--- config.mk ---
export PLATFORM = sky130hd
export DESIGN_NAME = algo_2ror1w_b120_rd_buf
export DESIGN_NICKNAME = d
export VERILOG_FILES = /design/src/rtl/algo_2ror1w_b120_rd_buf.sv
export SDC_FILE = /design/constraint.sdc
export NUM_CORES = 1
export LEC_CHECK = 0
export ABC_AREA = 0
export CORE_ASPECT_RATIO = 1.25
export CORE_UTILIZATION = 58
export DETAILED_ROUTE_END_ITERATION = 7
export PLACE_DENSITY = 0.8
export SKIP_CTS_REPAIR_TIMING = 1
export SYNTH_ARGS = -nofsm -noshare
export SYNTH_HDL_FRONTEND = slang
export SYNTH_SLANG_ARGS = --single-unit
export TNS_END_PERCENT = 30
--- constraint.sdc ---
create_clock -name clk -period 8.4 [get_ports clk]
set_input_delay 2.1 -clock clk [delete_from_list [all_inputs] [get_ports clk]]
set_output_delay 2.1 -clock clk [all_outputs]
set_load 0.01 [all_outputs]
--- src/rtl/algo_2ror1w_b120_rd_buf.sv ---
`default_nettype none
// ============================================================================
// Module      : algo_2ror1w_b120_rd_buf
// Description : Per-port read-return FIFO with credit-gated read issue for the
//               2R/1W algorithmic memory; responses always find a free slot.
// Revision    : 1.0 - initial release
// ============================================================================
module algo_2ror1w_b120_rd_buf #(
    parameter int WIDTH   = 32,
    parameter int BITADDR = 13,
    parameter int BITPADR = 17,
    parameter int DEPTH   = 8,
    parameter int BITDPTH = 3,
    parameter int NUMRDPT = 2
) (
    input  logic                       clk,
    input  logic                       rst,
    input  logic                       ready,
    input  logic [NUMRDPT-1:0]         hst_read,
    input  logic [NUMRDPT*BITADDR-1:0] hst_adr,
    output logic [NUMRDPT-1:0]         hst_rdy,
    output logic [NUMRDPT-1:0]         read,
    output logic [NUMRDPT*BITADDR-1:0] rd_adr,
    input  logic [NUMRDPT-1:0]         rd_vld,
    input  logic [NUMRDPT*WIDTH-1:0]   rd_dout,
    input  logic [NUMRDPT-1:0]         rd_serr,
    input  logic [NUMRDPT-1:0]         rd_derr,
    input  logic [NUMRDPT*BITPADR-1:0] rd_padr,
    output logic [NUMRDPT-1:0]         out_vld,
    input  logic [NUMRDPT-1:0]         out_rdy,
    output logic [NUMRDPT*WIDTH-1:0]   out_dout,
    output logic [NUMRDPT-1:0]         out_serr,
    output logic [NUMRDPT-1:0]         out_derr,
    output logic [NUMRDPT*BITPADR-1:0] out_padr,
    output logic [NUMRDPT-1:0]         err_unexp
);

    localparam int               C_EW    = WIDTH + BITPADR + 2;
    localparam logic [BITDPTH:0] C_DEPTH = (BITDPTH+1)'(DEPTH);

    assign rd_adr = hst_adr;

    for (genvar p = 0; p < NUMRDPT; p++) begin : g_port
        logic [BITDPTH:0]   r_cnt;
        logic [BITDPTH:0]   r_infl;
        logic [BITDPTH-1:0] r_wptr;
        logic [BITDPTH-1:0] r_rptr;
        logic               r_err;
        logic [C_EW-1:0]    r_mem [DEPTH];
        logic [BITDPTH:0]   w_avail;
        logic               w_accept;
        logic               w_push;
        logic               w_pop;
        logic [C_EW-1:0]    w_head;

        // Credits cover both buffered entries and reads still in the memory pipe.
        assign w_avail    = C_DEPTH - r_cnt - r_infl;
        assign hst_rdy[p] = ready & (w_avail != '0);
        assign w_accept   = hst_read[p] & hst_rdy[p];
        assign read[p]    = w_accept;
        assign w_push     = rd_vld[p] & (r_infl != '0);
        assign out_vld[p] = (r_cnt != '0);
        assign w_pop      = out_vld[p] & out_rdy[p];

        always_ff @(posedge clk or negedge rst) begin
            if (!rst) begin
                r_cnt  <= '0;
                r_infl <= '0;
                r_wptr <= '0;
                r_rptr <= '0;
                r_err  <= 1'b0;
            end else begin
                r_infl <= r_infl + {{BITDPTH{1'b0}}, w_accept} - {{BITDPTH{1'b0}}, w_push};
                r_cnt  <= r_cnt + {{BITDPTH{1'b0}}, w_push} - {{BITDPTH{1'b0}}, w_pop};
                // DEPTH is a power of two, so pointers wrap naturally.
                if (w_push) begin
                    r_wptr <= r_wptr + 1'b1;
                end
                if (w_pop) begin
                    r_rptr <= r_rptr + 1'b1;
                end
                if (rd_vld[p] && (r_infl == '0)) begin
                    r_err <= 1'b1;
                end
            end
        end

        always_ff @(posedge clk) begin
            if (w_push) begin
                r_mem[r_wptr] <= {rd_derr[p], rd_serr[p],
                                  rd_padr[p*BITPADR +: BITPADR], rd_dout[p*WIDTH +: WIDTH]};
            end
        end

        assign w_head                        = r_mem[r_rptr];
        assign out_dout[p*WIDTH +: WIDTH]    = w_head[WIDTH-1:0];
        assign out_padr[p*BITPADR +: BITPADR] = w_head[WIDTH +: BITPADR];
        assign out_serr[p]                   = w_head[WIDTH+BITPADR];
        assign out_derr[p]                   = w_head[WIDTH+BITPADR+1];
        assign err_unexp[p]                  = r_err;

        a_no_overflow : assert property (@(posedge clk) disable iff (!rst)
            !(w_push && (r_cnt == C_DEPTH)));
    end

endmodule
`default_nettype wire

After elaboration in Yosys (flattened, before gate mapping):

Memories as Yosys holds them, arrays and structs flattened.
Index checks and enable logic that the tools add are counted.

* register bits: 30
* bits in writable memories: 816
* input port bits: 137
* output and inout port bits: 136
* logic and storage cells: 50
* memories: 2

Memories
* g_port[0].r_mem: words 8, width 51, rd ports 1, clocked after Yosys merged registers in 0, wr ports 1, line 49 `logic [C_EW-1:0] r_mem [DEPTH];`
* g_port[1].r_mem: words 8, width 51, rd ports 1, clocked after Yosys merged registers in 0, wr ports 1, line 49

* $add $sub $neg: 16
* multiplexer cells: 4
* bitwise gates (word level): 8
* reduce and logical (&&, ||, !) cells: 10

Operators with widths (count)
* $reduce_bool 4->1: 6
* $add 4x1->4: 4
* $sub 4x1->4: 4
* $add 3x1->3 const B: 4
* $and 1x1->1: 8
* $logic_not 4->1: 2
* $sub 4x4->4: 2
* $sub 4x4->4 const A: 2
* $mux 1: 4
* $logic_and 1x1->1: 2

Logic depth before layout (Yosys ltp):

Gate-level depths: netlist of the first run.

* depth in word-level cells: 7
* mapped depth: 13
* depth with buffers taken out: 13

Worst setup path after synthesis of the first run:

Ideal clock, no wire load.

* path type: input to register
* from: in rd_vld[0]
* to: mem g_port[0].r_mem[0][0] (netlist bit), enable pin
* setup time: 586 ps
* arrival time: 7125 ps
* data required time: 7814 ps
* setup slack: 689 ps
* stages: 2
* buffers on the path: 0
* path through: nand2_1 > nor4_1

* word-level cells in the longest chain between the ends: 3

RTL lines
* from (decl): line 24 `input logic [NUMRDPT-1:0] rd_vld,`
* $and 1x1->1: line 61 `assign w_push = rd_vld[p] & (r_infl != '0);`
* $mux 1: line 89 `if (w_push) begin`
* $mux 1 (implied by the code): line 90 `r_mem[r_wptr] <= {rd_derr[p], rd_serr[p],`
* to (decl): line 49

Every way passes these cells.

Worst setup path in the final report of the first run:

* from: reg g_port[0].r_rptr[0]
* to: out out_padr[2]

* word-level cells in the longest chain between the ends: 1

RTL lines
* from (decl): line 47 `logic [BITDPTH-1:0] r_rptr;`
* from (signal assigned): line 80 `r_rptr <= r_rptr + 1'b1;`
* $mem_v2 8x51
* to (decl): line 34 `output logic [NUMRDPT*BITPADR-1:0] out_padr,`

Every way passes these cells.

==> metrics.txt, run 1 <==
outcome complete, no violations; startpoint types flip-flop; TritonCTS Buffers 77; overall routing resource usage between 20% and 30%; share of layout cells above drive strength 1 25.6%; Area Overhead vs Synth 16.1%; CP Data Arrival Time 3.79 ns; fin crit share 70.1%; vias 14.9k; maxcap violations 0; Routed wire per std cell 26.7 um; Die Ht ~270 um; Post-synth EDFFs 816; largest cells by area after synthesis edfxtp_1, mux4_2, mux2_2, mux4_1, dfrtp_1; slew margin rel. 29.0%; sequential-to-total area share from yosys stat 76.5%; largest net degree at the start of global routing 77; Mapped Area between 0.03 and 0.04 sq mm; # IOs 273; # H-tree levels 3; final setup fails 0; TritonRoute pass-1 iters 5; # fillers 3210; clock latency on the worst-skew pair 0.64 ns; Tot Pwr between 10 and 15 mW; Bufs on Longest Clock Path 3; Post-synth top cells edfxtp_1, mux4_2, mux2_2; flops & latches, synth between 800 and 900; PD cells 358 mW/mm^2; Yosys top cell area share 74.2%; Initial Util around three fifths; Slew Limit Fails 0; Peak Freq 170 MHz; RSZ-0062 raised after global routing no; Residual DRC 0; CTS sink count 846; Most used DFF post-synth edfxtp_1; die width 215 um; first-pass GRT wire length 96800 um; initial antenna violation count 4; fin nets about 1.8k; Yosys warnings 0; critical path required time roughly 6.3 ns; Worst-path clk slew 0.06 ns; most frequent cell after synthesis edfxtp_1; Core Footprint 0.0562 sq mm; top cell type by total area after synthesis edfxtp_1; Die ar. 0.0579 sq mm; Worst Path Max Fanout 50; num rows 97; Yosys cell types 27; CTS tree yes; Final Hold Violating Endpoints 0; Syn Inst Count 1400; routed vias/inst 6.11; Iter 0 DRT Violations 1148; Crit Path Class reg -> out; ys async rst share 3.55%; Peak VDD IR around 0.25 mV; syn avg cell area 23.6 sq um; GPL Wtd Cong 0.706; Final ANT Viol Nets 0; grt total ovfl 0; CTS root buf clkbuf_16; Routed WL 65100 um; Worst Clk Skew roughly 0.035 ns; CP endpoint kind primary output; DP HPWL roughly 34000 um; vias in the first global route 16.0k; port bufs 220; measured slew at the worst slew-check pin between 1 and 1.5 ns; Tmin final 5.89 ns; Worst Hold Class reg -> reg; post-synth net total 1575; setup tns final 0 ns; P_leak between 10 and 15 nW
==> report_power, final <==
part | internal, mW | switching (mW) | leakage [nW]
registers | 5.34 | 0.456 | 7.75
clock network | 2.03 | 1.50 | 1.24
logic | 2.39 | 2.00 | 3.53
==> state kept, by name (all words and copies together), names as in the netlist <==
register	cells
g_port.r_cnt	8
g_port.r_err	2
g_port.r_mem	816
g_port.r_infl	8
g_port.r_wptr	6
g_port.r_rptr	6
==> worst paths after layout <==
path,startpoint,endpoint,slack (ns),depth (start not counted)
worst min-delay path,g_port[1].r_err,g_port[1].r_err,0.48,1
max in group asynchronous,rst,g_port[1].r_rptr[2],6.20,2
worst max register to register,g_port[0].r_infl[1],g_port[0].r_infl[2],5.21,13
worst max-delay path,g_port[0].r_rptr[0],out_padr[2],2.51,4
min in group asynchronous,rst,g_port[0].r_rptr[0],1.86,2
worst min register to register,g_port[1].r_err,g_port[1].r_err,0.48,1
==> final cells by class <==
type | instances | area (sq um) | share of cell area (%)
sequential | 846 | 25300 | 65.9
tap | 742 | 928 | 2.42
timing repair buffer | 244 | 2390 | 6.25
clock inverter | 42 | 533 | 1.39
clock buffer | 96 | 2020 | 5.27
multi-input combinational | 426 | 7040 | 18.4
inverter | 40 | 150 | 0.392
antenna | 1 | 2.50 | 0.00653
==> worst max-delay path, cell delays in order (launching register included) <==
cell and delay [ns]:
dfrtp_4 1.04, buf_4 0.62, mux4_1 0.66, mux2_2 0.30
clkdlybuf4s50_1 0.50
==> kinds of logic after synthesis <==
kind of cell	after synthesis	share of synthesized area [%]
compound gates	16	0.333
xor+xnor	22	0.583
fa+ha+maj	38	1.58
buf+inv	128	2.52
flops	846	76.5
mux	310	17.9
simple gates	40	0.621
==> per-layer routing <==
| layer | track usage, % | up-vias | share of wire, % |
|---|---|---|---|
| li1 | - | 6304 | - |
| met1 | 27.7 | 7860 | 37 |
| met4 | 8.05 | 6 | 2.3 |
| met3 | 5.66 | 115 | 7.8 |
| met2 | 40.4 | 603 | 53 |
| met5 | 0 | - | 0.054 |
==> cells in the final DEF (no fill, tap or decap), types with 18 or more instances in the layout <==
cell,Yosys,final
edfxtp_1,816,816
mux2_2,106,106
ha_1,32,32
inv_1,40,40
clkbuf_1,19,18
dfrtp_1,30,24
buf_4,30,23
clkdlybuf4s50_1,0,220
mux4_1,34,34
clkbuf_16,0,78
mux4_2,170,170
==> metrics by stage <==
stage / setup slack [ns] / utilization [%] / hold WS [ns] / area, sq um / cells
floorplan: 0.689 / - / 0.438 / 33000 / 1400
finish: 2.51 / 68.2 / 0.479 / 38300 / 2437
CTS: 2.38 / 68.2 / 0.485 / 38300 / 2436
global route: 2.28 / 68.2 / 0.504 / 38300 / 2436
detailed placement: 2.88 / 63.7 / 0.471 / 35800 / 2298
global placement: 2.94 / 63.7 / 0.471 / 35800 / 2298
No activity file was read; power rests on OpenSTA's default activity.
==> run 2, diff against run 1 <==
--- a/config.mk
+++ b/config.mk
@@ -7,9 +7,9 @@
 export LEC_CHECK = 0
 export ABC_AREA = 0
 export CORE_ASPECT_RATIO = 1.25
-export CORE_UTILIZATION = 58
+export CORE_UTILIZATION = 52
 export DETAILED_ROUTE_END_ITERATION = 7
-export PLACE_DENSITY = 0.8
+export PLACE_DENSITY = 0.76
 export SKIP_CTS_REPAIR_TIMING = 1
 export SYNTH_ARGS = -nofsm -noshare
 export SYNTH_HDL_FRONTEND = slang
==> constraint.sdc (replaced) <==
create_clock -name clk -period 5.3 [get_ports clk]
set_input_delay 1.325 -clock clk [delete_from_list [all_inputs] [get_ports clk]]
set_output_delay 1.325 -clock clk [all_outputs]
set_load 0.01 [all_outputs]
==> run 2 against run 1 <==
  * Register-to-register slack got worse by 3.2 ns
  * Global-route usage fell by 2.9 points
  * Setup slack got worse by 1.9 ns
  * Via count fell by 1.6%
  * Routed wire length fell by 2.9%
  * Sequential cell count did not move
  * Utilization fell by 6.4 points
  * Critical path depth did not move
  * Total power rose by 57%
  * Combinational power rose by 62%
==> metrics.txt, run 2 (synthesis results as in run 1) <==
outcome complete, no violations; startpoint types flip-flop; Routed wire per std cell 24.9 um (-6.9%); Die ar. 0.0645 sq mm (+11%); final setup fails 0 (unchanged); RSZ-0062 raised after global routing no; fin crit share 88.1%; Top reg by flops g_port.r_mem; CTS root buf clkbuf_16; r2r setup slk 2.02 ns (-3.19 ns); num rows 102 (+5.2%); Peak Freq 214 MHz; routed vias/inst 5.76 (-5.7%); fin nets 1824 (+0.77%); Slew Limit Fails 0 (unchanged); critical path required time 3.97 ns (-2.33 ns); port bufs 220 (unchanged); DP HPWL 35600 um (+6.3%); hold_sp g_port[1].r_err; CP Data Arrival Time 3.34 ns (-0.45 ns); first-pass GRT wire length 95400 um (-1.4%); maxcap violations 0 (unchanged); measured slew at the worst slew-check pin 0.949 ns (-0.117 ns); vias 14.7k (-1.6%); leading cell type in the layout, fill and taps excluded edfxtp_1; GPL Wtd Cong 0.730 (+3.4%); max reg flops 816 (unchanged); largest net degree at the start of global routing 52 (-32%); Worst Hold End g_port[1].r_err; Routed WL 63300 um (-2.9%); TritonCTS Buffers 78 (+1.3%); Area Overhead vs Synth 16.8%; Die Ht 284 um (+5.6%); CTS tree yes; Tot Pwr 21.6 mW (+57%); most frequent cells in the layout edfxtp_1, clkdlybuf4s50_1, mux4_2; P_leak 12.6 nW (+0.41%); Final ANT Viol Nets 0 (unchanged); Core Footprint 0.0624 sq mm (+11%); Residual DRC 0 (unchanged); worst r2r src g_port[0].r_infl[1]; Reg2Reg Depth 13 (unchanged); CTS sink count 846 (unchanged); overall routing resource usage 20.1% (-2.9 points); vias in the first global route 16.0k (+0.31%); Largest regs g_port.r_mem: 816 flops, g_port.r_cnt: 8 flops, g_port.r_infl: 8 flops; Critical R2R Capture g_port[0].r_infl[2]; setup tns final 0 ns (unchanged); Worst Hold Class reg -> reg; Tmin final 4.67 ns; PD cells 559 mW/mm^2 (+56%); Initial Util 52.9% (-5.9 points); initial antenna violation count 6 (+2); # H-tree levels 3 (unchanged); grt total ovfl 0 (unchanged); share of layout cells above drive strength 1 25.9% (+0.29 points); Iter 0 DRT Violations 1024 (-11%); Hold Slack 0.486 ns (+0.00686 ns); hold depth 1 (unchanged); Crit Path Class reg -> out; Worst Path Max Fanout 42 (-16%); # IOs 273 (unchanged); TritonRoute pass-1 iters 5 (unchanged); final core utilization 61.8% (-6.4 points); clock latency on the worst-skew pair 0.64 ns (about the same); Worst-path clk slew 0.06 ns (about the same); Worst Clk Skew 0.0228 ns (-0.0122 ns); Peak VDD IR 0.432 mV (+76%); Bufs on Longest Clock Path 3 (unchanged); die width 227 um (+5.6%); slew margin rel. 36.7% (+7.8 points); CP endpoint kind primary output; Final Hold Violating Endpoints 0 (unchanged)
-- run 2: cell count changes in the layout (fill, tap and decap cells not counted), sizes merged --
cell / previous run / this run
buf: 24 / 37
clkinv: 28 / 35
bufinv: 10 / 5
clkbuf: 96 / 97
clkinvlp: 1 / 2
diode: 1 / 2
inv: 43 / 42
-- run 2: layout make-up --
cell class	instances	area (sq um)
Sequential cell	846	25300
Fill cell	4055	23800
Multi-Input combinational cell	426	7060
Timing Repair Buffer	257	2580
Clock buffer	97	2040
Tap cell	832	1040
Clock inverter	44	443
Inverter	40	150
Antenna cell	2	5.00
-- run 2: how the worst max path moves through the flow --
| stage | from | cells past startpoint | end |
|---|---|---|---|
| after detailed placement | g_port[0].r_rptr[0] | 4 | out_padr[0] |
| after CTS | g_port[0].r_rptr[0] | 4 | out_padr[0] |
| after global routing | g_port[0].r_rptr[0] | 4 | out_padr[0] |
| after global placement | g_port[0].r_rptr[0] | 4 | out_padr[0] |
| after floorplan | rd_vld[0] | 2 | g_port[0].r_mem[4][0] |
| final | g_port[0].r_rptr[0] | 4 | out_padr[0] |
-- run 2: power breakdown --
group | switching [mW] | leakage (nW) | internal, mW
clock | 2.39 | 1.20 | 3.02
combinational | 3.22 | 3.62 | 3.87
sequential | 0.621 | 7.75 | 8.46
total | 6.23 | 12.6 | 15.4
-- run 2: routing by layer --
metal,track usage (%),wire [um],up-vias
met3,5.35,4750,93
li1,-,-,6339
met4,6.16,1410,10
met2,34.5,32600,441
met5,0.154,63,-
met1,24.7,24500,7768
-- run 2: stage by stage --
stage,std cells,cell area (sq um),setup WS [ns]
after CTS,2542,38600,0.527
final,2544,38600,0.631
after floorplan,1400,33000,-0.274
after global placement,2401,36100,1.23
after detailed placement,2401,36100,1.21
after global routing,2542,38600,0.450
-- run 2: critical path, cell delays in order (launching register included) --
cell,delay [ns]
dfrtp_4,0.96
buf_4,0.37
mux4_1,0.59
mux2_2,0.29
clkdlybuf4s50_1,0.50
==> run 3, diff against run 2 <==
--- a/config.mk
+++ b/config.mk
@@ -8,6 +8,7 @@
 export ABC_AREA = 0
 export CORE_ASPECT_RATIO = 1.25
 export CORE_UTILIZATION = 52
+export CTS_CLUSTER_SIZE = 14
 export DETAILED_ROUTE_END_ITERATION = 7
 export PLACE_DENSITY = 0.76
 export SKIP_CTS_REPAIR_TIMING = 1
==> run 3 against run 2 <==
  * Global-route usage is essentially flat
  * Via count rose by 0.21%
  * Utilization decreased by 0.054 points
  * Sequential share of layout area up 0.057 points
  * Die area unchanged
  * Count of clock-buffer cells in the layout stayed put
  * Final area hardly changed
  * Setup slack better by 0.0049 ns
  * Highest routed layer unchanged
==> metrics.txt, run 3 (synthesis results as in run 1) <==
outcome complete, no violations; setup tns final 0 ns (unchanged); PD cells 559 mW/mm^2 (about the same); leading cell type in the layout, fill and taps excluded edfxtp_1; Slew Limit Fails 0 (unchanged); count of non-filler cells in the finished layout 2540 (-0.16%); Tmin final 4.66 ns (-0.00491 ns); Area Overhead vs Synth 16.7% (about the same); measured slew at the worst slew-check pin 0.941 ns (-0.00741 ns); CTS root buf clkbuf_16; Power Internal 15.3 mW (-0.19%); Iter 0 DRT Violations 1094 (+6.8%); initial antenna violation count 6 (unchanged); critical path required time 3.97 ns (about the same); vias 14.7k (+0.21%); grt total ovfl 0 (unchanged); Worst Path Max Fanout 42 (unchanged); startpoint types flip-flop; placed insts 2401 (unchanged); num rows 102 (unchanged); port bufs 220 (unchanged); CTS sink count 846 (unchanged); die width 227 um (unchanged); vias in the first global route 16.0k (-0.22%); Die Ht 284 um (unchanged); largest net degree at the start of global routing 52 (unchanged); Comb power frac 32.9% (about the same); routed vias/inst 5.78 (+0.37%); Net Sw Frac 28.9% (about the same); Residual DRC 0 (unchanged); Bufs on Longest Clock Path 3 (unchanged); Final Hold Violating Endpoints 0 (unchanged); maxcap violations 0 (unchanged); fin crit share 88.0% (-0.093 points); Routed WL 63400 um (+0.17%); overall routing resource usage 20.1% (+0.030 points); Largest regs g_port.r_mem: 816 flops, g_port.r_cnt: 8 flops, g_port.r_infl: 8 flops; Routed wire per std cell 25.0 um (+0.32%); TritonCTS Buffers 79 (+1.3%); max reg flops 816 (unchanged); Peak Freq 214 MHz (+0.11%); Initial Util 52.9% (unchanged); Peak VDD IR 0.413 mV (-4.5%); CP endpoint kind primary output; Clock power frac 24.9% (-0.2 points); slew margin rel. 37.2% (+0.49 points); # IOs 273 (unchanged); Die ar. 0.0645 sq mm (unchanged); Seq pwr share 42.1% (about the same); # fillers 4036 (-0.47%); RSZ-0062 raised after global routing no; Core Footprint 0.0624 sq mm (unchanged); final setup fails 0 (unchanged); share of layout cells above drive strength 1 25.9% (about the same); P_leak 12.6 nW (-0.10%); first-pass GRT wire length 95700 um (+0.25%); fin nets 1825 (+0.055%); Top reg by flops g_port.r_mem; # H-tree levels 3 (unchanged); most frequent cells in the layout edfxtp_1, clkdlybuf4s50_1, mux4_2; CP Data Arrival Time 3.34 ns (about the same); Net Switching 6.22 mW (-0.14%); TritonRoute pass-1 iters 5 (unchanged); Worst Hold Class reg -> reg; clock latency on the worst-skew pair 0.64 ns (about the same); Worst-path clk slew 0.06 ns (about the same); DP HPWL 35600 um (unchanged); CTS tree yes; Worst Clk Skew 0.0384 ns (+0.0156 ns); Crit Path Class reg -> out; Final ANT Viol Nets 0 (unchanged); GPL Wtd Cong 0.730 (unchanged)
[run 3: changes by cell type in the layout (fill, tap and decap cells not counted)]
cell / change
bufinv_16: -1
clkbuf_1: -1
clkbuf_16: +1
clkinv_1: -1
clkinv_16: -1
clkinv_2: -1
clkinv_8: +1
diode_2: -1
[run 3: layout make-up]
class | instances | area [sq um] | share of cell area, %
Antenna cell | 1 | 2.50 | 0.00649
Clock buffer | 97 | 2070 | 5.36
Clock inverter | 41 | 390 | 1.01
Inverter | 40 | 150 | 0.389
Multi-Input combinational cell | 426 | 7060 | 18.3
Sequential cell | 846 | 25300 | 65.5
Tap cell | 832 | 1040 | 2.70
Timing Repair Buffer | 257 | 2580 | 6.69
[run 3: final timing paths]
path | slack [ns] | start | depth (start not counted) | to
max | 0.64 | g_port[0].r_rptr[0] | 4 | out_padr[0]
min | 0.49 | g_port[1].r_err | 1 | g_port[1].r_err
max reg2reg | 2.03 | g_port[0].r_infl[1] | 13 | g_port[0].r_infl[2]
min reg2reg | 0.49 | g_port[1].r_err | 1 | g_port[1].r_err
max in group asynchronous | 3.87 | rst | 2 | g_port[1].r_rptr[2]
min in group asynchronous | 1.08 | rst | 2 | g_port[0].r_wptr[1]
[run 3: critical path: stages, from the launching register on]
cell and delay [ns]:
dfrtp_4 0.96, buf_4 0.37, mux4_1 0.59, mux2_2 0.29, clkdlybuf4s50_1 0.50
[run 3: layer usage]
metal,up-vias,track usage (%),part of all wire (%)
met4,12,5.94,2.0
met1,7847,24.7,39
met5,-,0.154,0.12
li1,6334,-,-
met2,405,34.6,52
met3,84,5.36,7.0
[run 3: power by group through the flow]
stage                     logic [mW]  registers (mW)  clock network (mW)
after floorplan                 4.80            8.86                   0
after global placement          7.05            9.16                   0
after detailed placement        7.17            9.24                   0
after CTS                       7.24            9.11                5.49
after global routing            7.61            9.20                5.72
final                           7.09            9.08                5.37
[run 3: metrics by stage]
stage                     util (%)  total power, mW  instance area (sq um)  hold WS (ns)  setup slack, ns
after floorplan                  -             13.7                  33000         0.438           -0.274
after global placement        57.8             16.2                  36100         0.460             1.23
after detailed placement      57.8             16.4                  36100         0.474             1.21
after CTS                     61.8             21.8                  38600         0.488            0.533
after global routing          61.8             22.5                  38600         0.517            0.459
final                         61.8             21.5                  38600         0.486            0.636
